## src/rtl/fpu_wb_buffer.sv

```systemverilog
// In-order result/exception buffer between the FPU sign-injection/compare units
// and the FP register-file writeback port, with a sticky invalid-operation flag.
module fpu_wb_buffer #(
  parameter int DEPTH = 4,
  localparam int AW = $clog2(DEPTH)
) (
  input  logic          clk,
  input  logic          rstn,
  input  logic          in_valid,
  output logic          in_ready,
  input  logic [4:0]    in_rd,
  input  logic [31:0]   in_data,
  input  logic          in_exc,
  output logic          out_valid,
  input  logic          out_ready,
  output logic [4:0]    out_rd,
  output logic [31:0]   out_data,
  output logic          out_exc,
  input  logic          flag_clr,
  output logic          flag_nv,
  output logic [AW:0]   count
);

  typedef struct packed {
    logic [4:0]  rd;
    logic [31:0] data;
    logic        exc;
  } entry_t;

  localparam logic [AW:0] FULL = (AW + 1)'(DEPTH);

  entry_t        mem [DEPTH];
  logic [AW-1:0] wp;
  logic [AW-1:0] rp;
  entry_t        head;
  logic          push;
  logic          pop;

  // Readiness comes from registered occupancy only, so a full buffer refuses
  // a push even when the head is being consumed in the same cycle.
  assign in_ready  = (count != FULL);
  assign out_valid = (count != '0);
  assign push      = in_valid && in_ready;
  assign pop       = out_valid && out_ready;

  assign head     = out_valid ? mem[rp] : '0;
  assign out_rd   = head.rd;
  assign out_data = head.data;
  assign out_exc  = head.exc;

  // NOTE: the storage array has no reset; the pointers and count alone decide
  // which entries are meaningful, so stale contents are never observed.
  always_ff @(posedge clk) begin
    if (push) mem[wp] <= entry_t'{rd: in_rd, data: in_data, exc: in_exc};
  end

  // NOTE: all state uses non-blocking assignments so every register samples
  // the pre-edge values of the others, regardless of statement order.
  always_ff @(posedge clk or negedge rstn) begin
    if (!rstn) begin
      wp    <= '0;
      rp    <= '0;
      count <= '0;
    end else begin
      if (push) wp <= wp + AW'(1);
      if (pop)  rp <= rp + AW'(1);
      if (push && !pop)      count <= count + (AW + 1)'(1);
      else if (pop && !push) count <= count - (AW + 1)'(1);
    end
  end

  // Setting from a committed exc=1 entry wins over a same-edge software clear.
  always_ff @(posedge clk or negedge rstn) begin
    if (!rstn) begin
      flag_nv <= 1'b0;
    end else if (pop && head.exc) begin
      flag_nv <= 1'b1;
    end else if (flag_clr) begin
      flag_nv <= 1'b0;
    end
  end

endmodule

```

## config.mk

```make
export PLATFORM = sky130hd
export DESIGN_NAME = fpu_wb_buffer
export DESIGN_NICKNAME = d
export VERILOG_FILES = /design/src/rtl/fpu_wb_buffer.sv
export SDC_FILE = /design/constraint.sdc
export NUM_CORES = 1
export LEC_CHECK = 0
export ABC_AREA = 1
export BUFFER_PORTS_ARGS = -buffer_cell sky130_fd_sc_hd__buf_4
export CAP_MARGIN = 20
export CORE_UTILIZATION = 31
export DETAILED_ROUTE_END_ITERATION = 6
export PLACE_DENSITY = 0.52
export REMOVE_ABC_BUFFERS = 1
export SYNTH_ARGS = -nofsm -noshare
export SYNTH_HDL_FRONTEND = slang
export SYNTH_SLANG_ARGS = --single-unit
```

## constraint.sdc

```tcl
create_clock -name clk -period 4.4 [get_ports clk]
set_clock_uncertainty 0.15 [all_clocks]
set_input_delay 0.44 -clock clk [delete_from_list [all_inputs] [get_ports clk]]
set_output_delay 0.44 -clock clk [all_outputs]
set_load 0.02 [all_outputs]
```

==> results of run 1 <==
timing repair:
action                                  in CTS  in global routing
hold endpoints to repair                     8                  0
endpoints found under the setup margin       0                  0
hold buffers                                 1                  0
metal layers:
metal / GRT usage / vias up / wire length, µm
li1: - / 1930 / -
met1: 0.164 / 1968 / 5910
met2: 0.244 / 92 / 7320
met3: 0.0448 / 8 / 802
met4: 0.0474 / 0 / 103
met5: 0 / - / 0
final cells by class:
cell class / count / area, µm² / share of cell area
sequential: 160 / 4770 / 0.604
inverter: 21 / 81.3 / 0.0103
timing repair buffer: 93 / 701 / 0.0887
clock inverter: 13 / 193 / 0.0244
multi-input combinational: 297 / 1390 / 0.176
clock buffer: 19 / 433 / 0.0548
tap: 270 / 338 / 0.0428
cell families (layout without fill, tap and decap cells):
kind of cell	Yosys count	count (layout)	share of synthesized area
buf+inv	50	146	0.0432
simple gates	172	172	0.103
fa+ha+maj	6	6	0.0129
compound gates	114	114	0.0892
flops	160	160	0.745
xor+xnor	5	5	0.00684
Yosys cell counts, drive strengths merged:
| cell | number | area [µm²] |
|---|---|---|
| inv | 21 | 81.3 |
| nand3 | 7 | 40.0 |
| nand2 | 13 | 48.8 |
| dfrtp | 8 | 200 |
| a21oi | 38 | 190 |
| ha | 5 | 62.6 |
| xnor2 | 1 | 8.76 |
| buf | 23 | 173 |
| o21ai | 76 | 380 |
| nor2 | 152 | 571 |
| fa | 1 | 20.0 |
| clkbuf | 6 | 22.5 |
| edfxtp | 152 | 4560 |
| xor2 | 4 | 35.0 |
registers in the layout, summed over array words and instances, names as in the netlist:
| name | count |
|---|---|
| count | 3 |
| flag_nv | 1 |
| mem | 152 |
| rp | 2 |
| wp | 2 |
worst max path at each step:
stage	startpoint	end	slack [ps]
finish	rp[0]	out_data[5]	1200
global route	rp[0]	out_data[8]	940
CTS	rp[0]	out_data[29]	1120
detailed placement	rp[0]	out_data[29]	1610
global placement	rp[0]	out_data[29]	1690
floorplan	count[0]	mem[0][0]	1160
power by group through the flow:
stage / Sequential (mW) / Combinational (mW) / Clock (mW)
2_1_floorplan: 2.25 / 1.35 / 0
3_3_place_gp: 2.18 / 2.44 / 0
3_5_place_dp: 2.20 / 2.49 / 0
4_1_cts: 2.16 / 2.50 / 1.58
5_1_grt: 2.19 / 2.68 / 1.64
6_report: 2.16 / 2.43 / 1.54
worst reg2reg max path: stages, from the launching register on:
cell,delay (ps)
dfrtp_1,440
inv_1,100
nand3_1,120
nand2_1,290
nor2_4,840
buf_4,380
==> impl_results.md, run 1 <==
* Hold Startpoint: in_data[23]
* CTS sink cnt at 160
* Final Cell Area at 7900 µm²
* Finished Core Util at 0.390
* Worst path cell trace: buf_4 > nor2_1 > nor2_1 > o21ai_0 > a21oi_1 > buf_4
* Pwr/cell area at 776 nW/µm²
* 1st-pass router iterations at 5
* Commonest non-fill, non-tap cell in the layout: edfxtp_1
* Share of cells above drive strength 1 at 0.214
* CP delay by family, top: flip-flops
* H-tree levels at 4
* Drt total wl at 14100 µm
* Clock power frac at 0.251
* Post-DR vias/cell at 4.58
* Setup TNS at 0 ps
* Final Hold Viols at 0
* GRT Util Overall at 0.141
* Die Width at 146 µm
* Die H at 146 µm
* Leak pwr at 2.87 nW
* Worst min path class: in2reg
* Antenna cell count at 0
* CP Class: reg2out
* # setup viols final at 0
* Setup repair bufs after CTS at 0
* Outcome: completed
* CTS tree: built
* DR WL/cell at 16.2 µm
* Vias in the first global route at 4108
* Non-filler cells, final at 873
* RSZ-0062 raised after global routing: false
* Hold slack at 75.5 ps
* Flops & latches, synth at 160
* Clk Latency, worst-skew pair at 410 ps
* CP max stage delay at 920 ps
* Crit-path slowest cell: dfrtp_2
* Worst hold endpoint: mem[2][24]
* Synth cell types at 22
* First DRT Iteration DRCs at 251
* Syn Inst Count at 507
* Root Driver: clkbuf_16
* Area grow syn2layout at 23.5%
* WP buf/inv at 2
* CORE AREA at 20200 µm²
* CTS resizes at 0
* Via count at 3998
* Total congestion overflow at 0
* R2r endpoint: mem[0][32]
* Critical Path AT at 2610 ps
* Clk slew on worst S/H paths at 60 ps
* Largest net degree at the start of global routing at 78
* Max_slew headroom at 0.358
* Num CTS Buffers at 17
* Yosys warnings at 0
* Fin crit period at 3200 ps
* Net Sw Power at 2.27 mW
* Setup WS pre-CTS at 1610 ps
* CP endpoint kind: output pin
* Crit-path max FO at 46
* Commonest non-fill, non-tap cells in the layout: edfxtp_1, nor2_1, buf_4
* R2r setup slk at 1780 ps
* Die footprint at 21200 µm²
* Top-Level Pins at 87
* CP startpoint kind: flip-flop
* Placement Cell Area at 7260 µm²
* Post-route setup slack at 1200 ps
* Sw Ratio at 0.371
* Post-route ant nets at 0
* P_int at 3.86 mW
* Clock buffer depth at 2
* Period utilization at 0.726
* Initial Utilization at 0.316
* WP depth at 6
* Reg2Reg Depth at 5
* Port bufs at 86
* First-pass GRT wire length at 22200 µm
* DRC at 0
* FMAX at 313 MHz
* Cells after DPL at 840
* Tot Pwr at 6.13 mW
* Critical R2R Launch: count[0]
* Combinational share of power at 0.396
* Worst VDD drop at 0.000433 V
* Slew Viols, Final at 0
* Detailed placement HPWL at 8290 µm
* Worst Max-Slew Pin Slew at 961 ps
* Worst Hold Depth at 1
* Sequential power share at 0.353
* Initial antenna violation count at 0
* Max-Cap Viols at 0
* Mapped cell area at 6400 µm²
* Sequential share of the synthesized area at 0.745
* Gpl congestion at 0.731
* Worst EP required at 3810 ps
* Syn_area_per_cell at 12.6 µm²
* Num rows at 52
* Nets at 639
* Filler instances at 1915
No activity file was read; power rests on OpenSTA's default activity.
==> run 2, diff against run 1 <==
--- a/config.mk
+++ b/config.mk
@@ -10,7 +10,7 @@
 export CAP_MARGIN = 20
 export CORE_UTILIZATION = 31
 export DETAILED_ROUTE_END_ITERATION = 6
-export PLACE_DENSITY = 0.52
+export PLACE_DENSITY = 0.54
 export REMOVE_ABC_BUFFERS = 1
 export SYNTH_ARGS = -nofsm -noshare
 export SYNTH_HDL_FRONTEND = slang
==> constraint.sdc (replaced) <==
create_clock -name clk -period 2.9 [get_ports clk]
set_clock_uncertainty 0.15 [all_clocks]
set_input_delay 0.29 -clock clk [delete_from_list [all_inputs] [get_ports clk]]
set_output_delay 0.29 -clock clk [all_outputs]
set_load 0.02 [all_outputs]
==> impl_results.md, run 2 (synthesis results as in run 1) <==
* Outcome: completed (unchanged)
* Die footprint at 21200 µm² (unchanged)
* Max_slew headroom at 0.444 (was 0.358)
* Total congestion overflow at 0 (unchanged)
* Detailed placement HPWL at 8390 µm (was 8290 µm)
* Period utilization at 0.906
* DR WL met2 at 7480 µm (was 7320 µm)
* Gpl congestion at 0.766 (was 0.731)
* Top flop regs: mem (152), count (3) (unchanged)
* Worst Hold Depth at 3 (was 1)
* Worst Max-Slew Pin Slew at 833 ps (was 961 ps)
* Max layer used: met4 (unchanged)
* Crit-path slowest cell: inv_2 (was dfrtp_2)
* CTS sink cnt at 160 (unchanged)
* Drt total wl at 14600 µm (was 14100 µm)
* Sw Ratio at 0.371 (about the same)
* Via count at 4152 (was 3998)
* CP startpoint kind: flip-flop (unchanged)
* Combinational share of power at 0.410 (was 0.396)
* Crit-path max FO at 39 (was 46)
* Clk Latency, worst-skew pair at 410 ps (about the same)
* R2r endpoint: flag_nv (was mem[0][32])
* Flip-flop count of the largest register after layout at 152 (unchanged)
* Worst EP required at 2460 ps (was 3810 ps)
* Hold Startpoint: out_ready (was in_data[23])
* Slew Viols, Final at 0 (unchanged)
* Top-Level Pins at 87 (unchanged)
* Post-DR vias/cell at 4.53 (was 4.58)
* Worst path cell trace: inv_2 > nand3_1 > a21oi_1 > buf_4 (was buf_4 > nor2_1 > nor2_1 > o21ai_0 > a21oi_1 > buf_4)
* CTS resizes at 0 (unchanged)
* Worst min path class: in2reg (unchanged)
* Clock power frac at 0.247 (was 0.251)
* Post-route ant nets at 0 (unchanged)
* Reg2Reg Depth at 6 (was 5)
* Max-Cap Viols at 0 (unchanged)
* Leak pwr at 3.05 nW (was 2.87 nW)
* Met1 WL at 6390 µm (was 5910 µm)
* Num rows at 52 (unchanged)
* Critical R2R Launch: rp[1] (was count[0])
* Critical Path AT at 2190 ps (was 2610 ps)
* Area grow syn2layout at 30.6% (was 23.5%)
* Routed met3 length at 724 µm (was 802 µm)
* 1st-pass router iterations at 7 (was 5)
* CP endpoint kind: output pin (unchanged)
* DRC at 0 (unchanged)
* Initial antenna violation count at 1 (was 0)
* # setup viols final at 0 (unchanged)
* Final Hold Viols at 0 (unchanged)
* Net Sw Power at 3.49 mW (was 2.27 mW)
* Pwr/cell area at 1130 nW/µm² (was 776 nW/µm²)
* Setup TNS at 0 ps (unchanged)
* First DRT Iteration DRCs at 215 (was 251)
* Final Cell Area at 8350 µm² (was 7900 µm²)
* Num CTS Buffers at 17 (unchanged)
* Fin crit period at 2630 ps
* CP max stage delay at 650 ps (was 920 ps)
* CTS tree: built (unchanged)
* Root Driver: clkbuf_16 (unchanged)
* Commonest non-fill, non-tap cells in the layout: edfxtp_1, nor2_1, buf_4 (unchanged)
* Largest net degree at the start of global routing at 78 (unchanged)
* First-pass GRT wire length at 23200 µm (was 22200 µm)
* H-tree levels at 4 (unchanged)
* Vias in the first global route at 4349 (was 4108)
* Clk slew on worst S/H paths at 60 ps (about the same)
* R2r setup slk at 540 ps (was 1780 ps)
* DR WL/cell at 16.0 µm (was 16.2 µm)
* Port bufs at 86 (unchanged)
* Sequential power share at 0.343 (was 0.353)
* Worst hold endpoint: rp[0] (was mem[2][24])
* Top reg by flops: mem (unchanged)
* CP Class: reg2out (unchanged)
* Commonest non-fill, non-tap cell in the layout: edfxtp_1 (unchanged)
* Clock buffer depth at 2 (unchanged)
* Initial Utilization at 0.316 (unchanged)
* CORE AREA at 20200 µm² (unchanged)
* Die Width at 146 µm (unchanged)
* RSZ-0062 raised after global routing: false (unchanged)
* Nets at 682 (was 639)
* Worst VDD drop at 0.000715 V (was 0.000433 V)
* GRT Util Overall at 0.144 (was 0.141)
* P_int at 5.92 mW (was 3.86 mW)
* Filler instances at 1885 (was 1915)
* Placement Cell Area at 7330 µm² (was 7260 µm²)
* FMAX at 381 MHz
* Share of cells above drive strength 1 at 0.204 (was 0.214)
* Tot Pwr at 9.41 mW (was 6.13 mW)
* Die H at 146 µm (unchanged)
## run 2: changes by cell type in the layout (fill, tap and decap cells not counted), sizes merged
cell         delta
clkbuf          +4
bufinv          -1
clkinvlp        +1
dlygate4sd3    +40
inv             +2
clkinv          -6
buf             +3
diode           +1
## run 2: worst max-delay path by stage
stage,startpoint,end,cells after the start
floorplan,count[0],mem[0][0],4
global placement,count[0],count[2],11
detailed placement,count[0],count[1],9
CTS,rp[1],out_exc,4
global route,rp[1],out_exc,4
finish,rp[1],out_exc,4
## run 2: timing repair
action                                  CTS  global route
setup buffers                             0             0
endpoints found under the setup margin    0             0
hold buffers                             41             0
endpoints found under the hold margin   161             0
## run 2: power groups by stage
stage                     Clock (mW)  Sequential (mW)  Combinational, mW
final                           2.33             3.23               3.86
after global routing            2.47             3.27               4.27
after CTS                       2.37             3.24               3.95
after detailed placement           0             3.28               3.89
after global placement             0             3.26               3.84
after floorplan                    0             3.41               2.04
## run 2: cell type report
class,count,area [µm²],share of cell area
antenna,1,2.50,0.000300
multi-input combinational,297,1390,0.166
inverter,21,81.3,0.00973
sequential,160,4770,0.571
clock inverter,9,158,0.0189
timing repair buffer,136,1160,0.139
clock buffer,23,458,0.0548
tap,270,338,0.0404
## run 2: per-layer routing
| layer | vias to the layer above | GRT usage |
|---|---|---|
| met3 | 6 | 0.0426 |
| met1 | 2025 | 0.178 |
| met5 | - | 0 |
| met4 | 0 | 0.0374 |
| met2 | 99 | 0.246 |
| li1 | 2022 | - |
## run 2: stage by stage
stage	util	std cells	hold WS (ps)	setup slack (ps)
finish	0.413	917	57.9	274
CTS	0.413	916	50.7	190
floorplan	-	478	-156	-341
detailed placement	0.362	843	-23.1	537
global route	0.413	917	65.8	60.9
global placement	0.362	843	-26.0	668
## run 2: worst max-delay path, delay by kind of cell (launching register included)
family | cells | cell delay, ps
buf+inv | 2 | 820
flops | 1 | 520
compound gates | 1 | 230
simple gates | 1 | 200
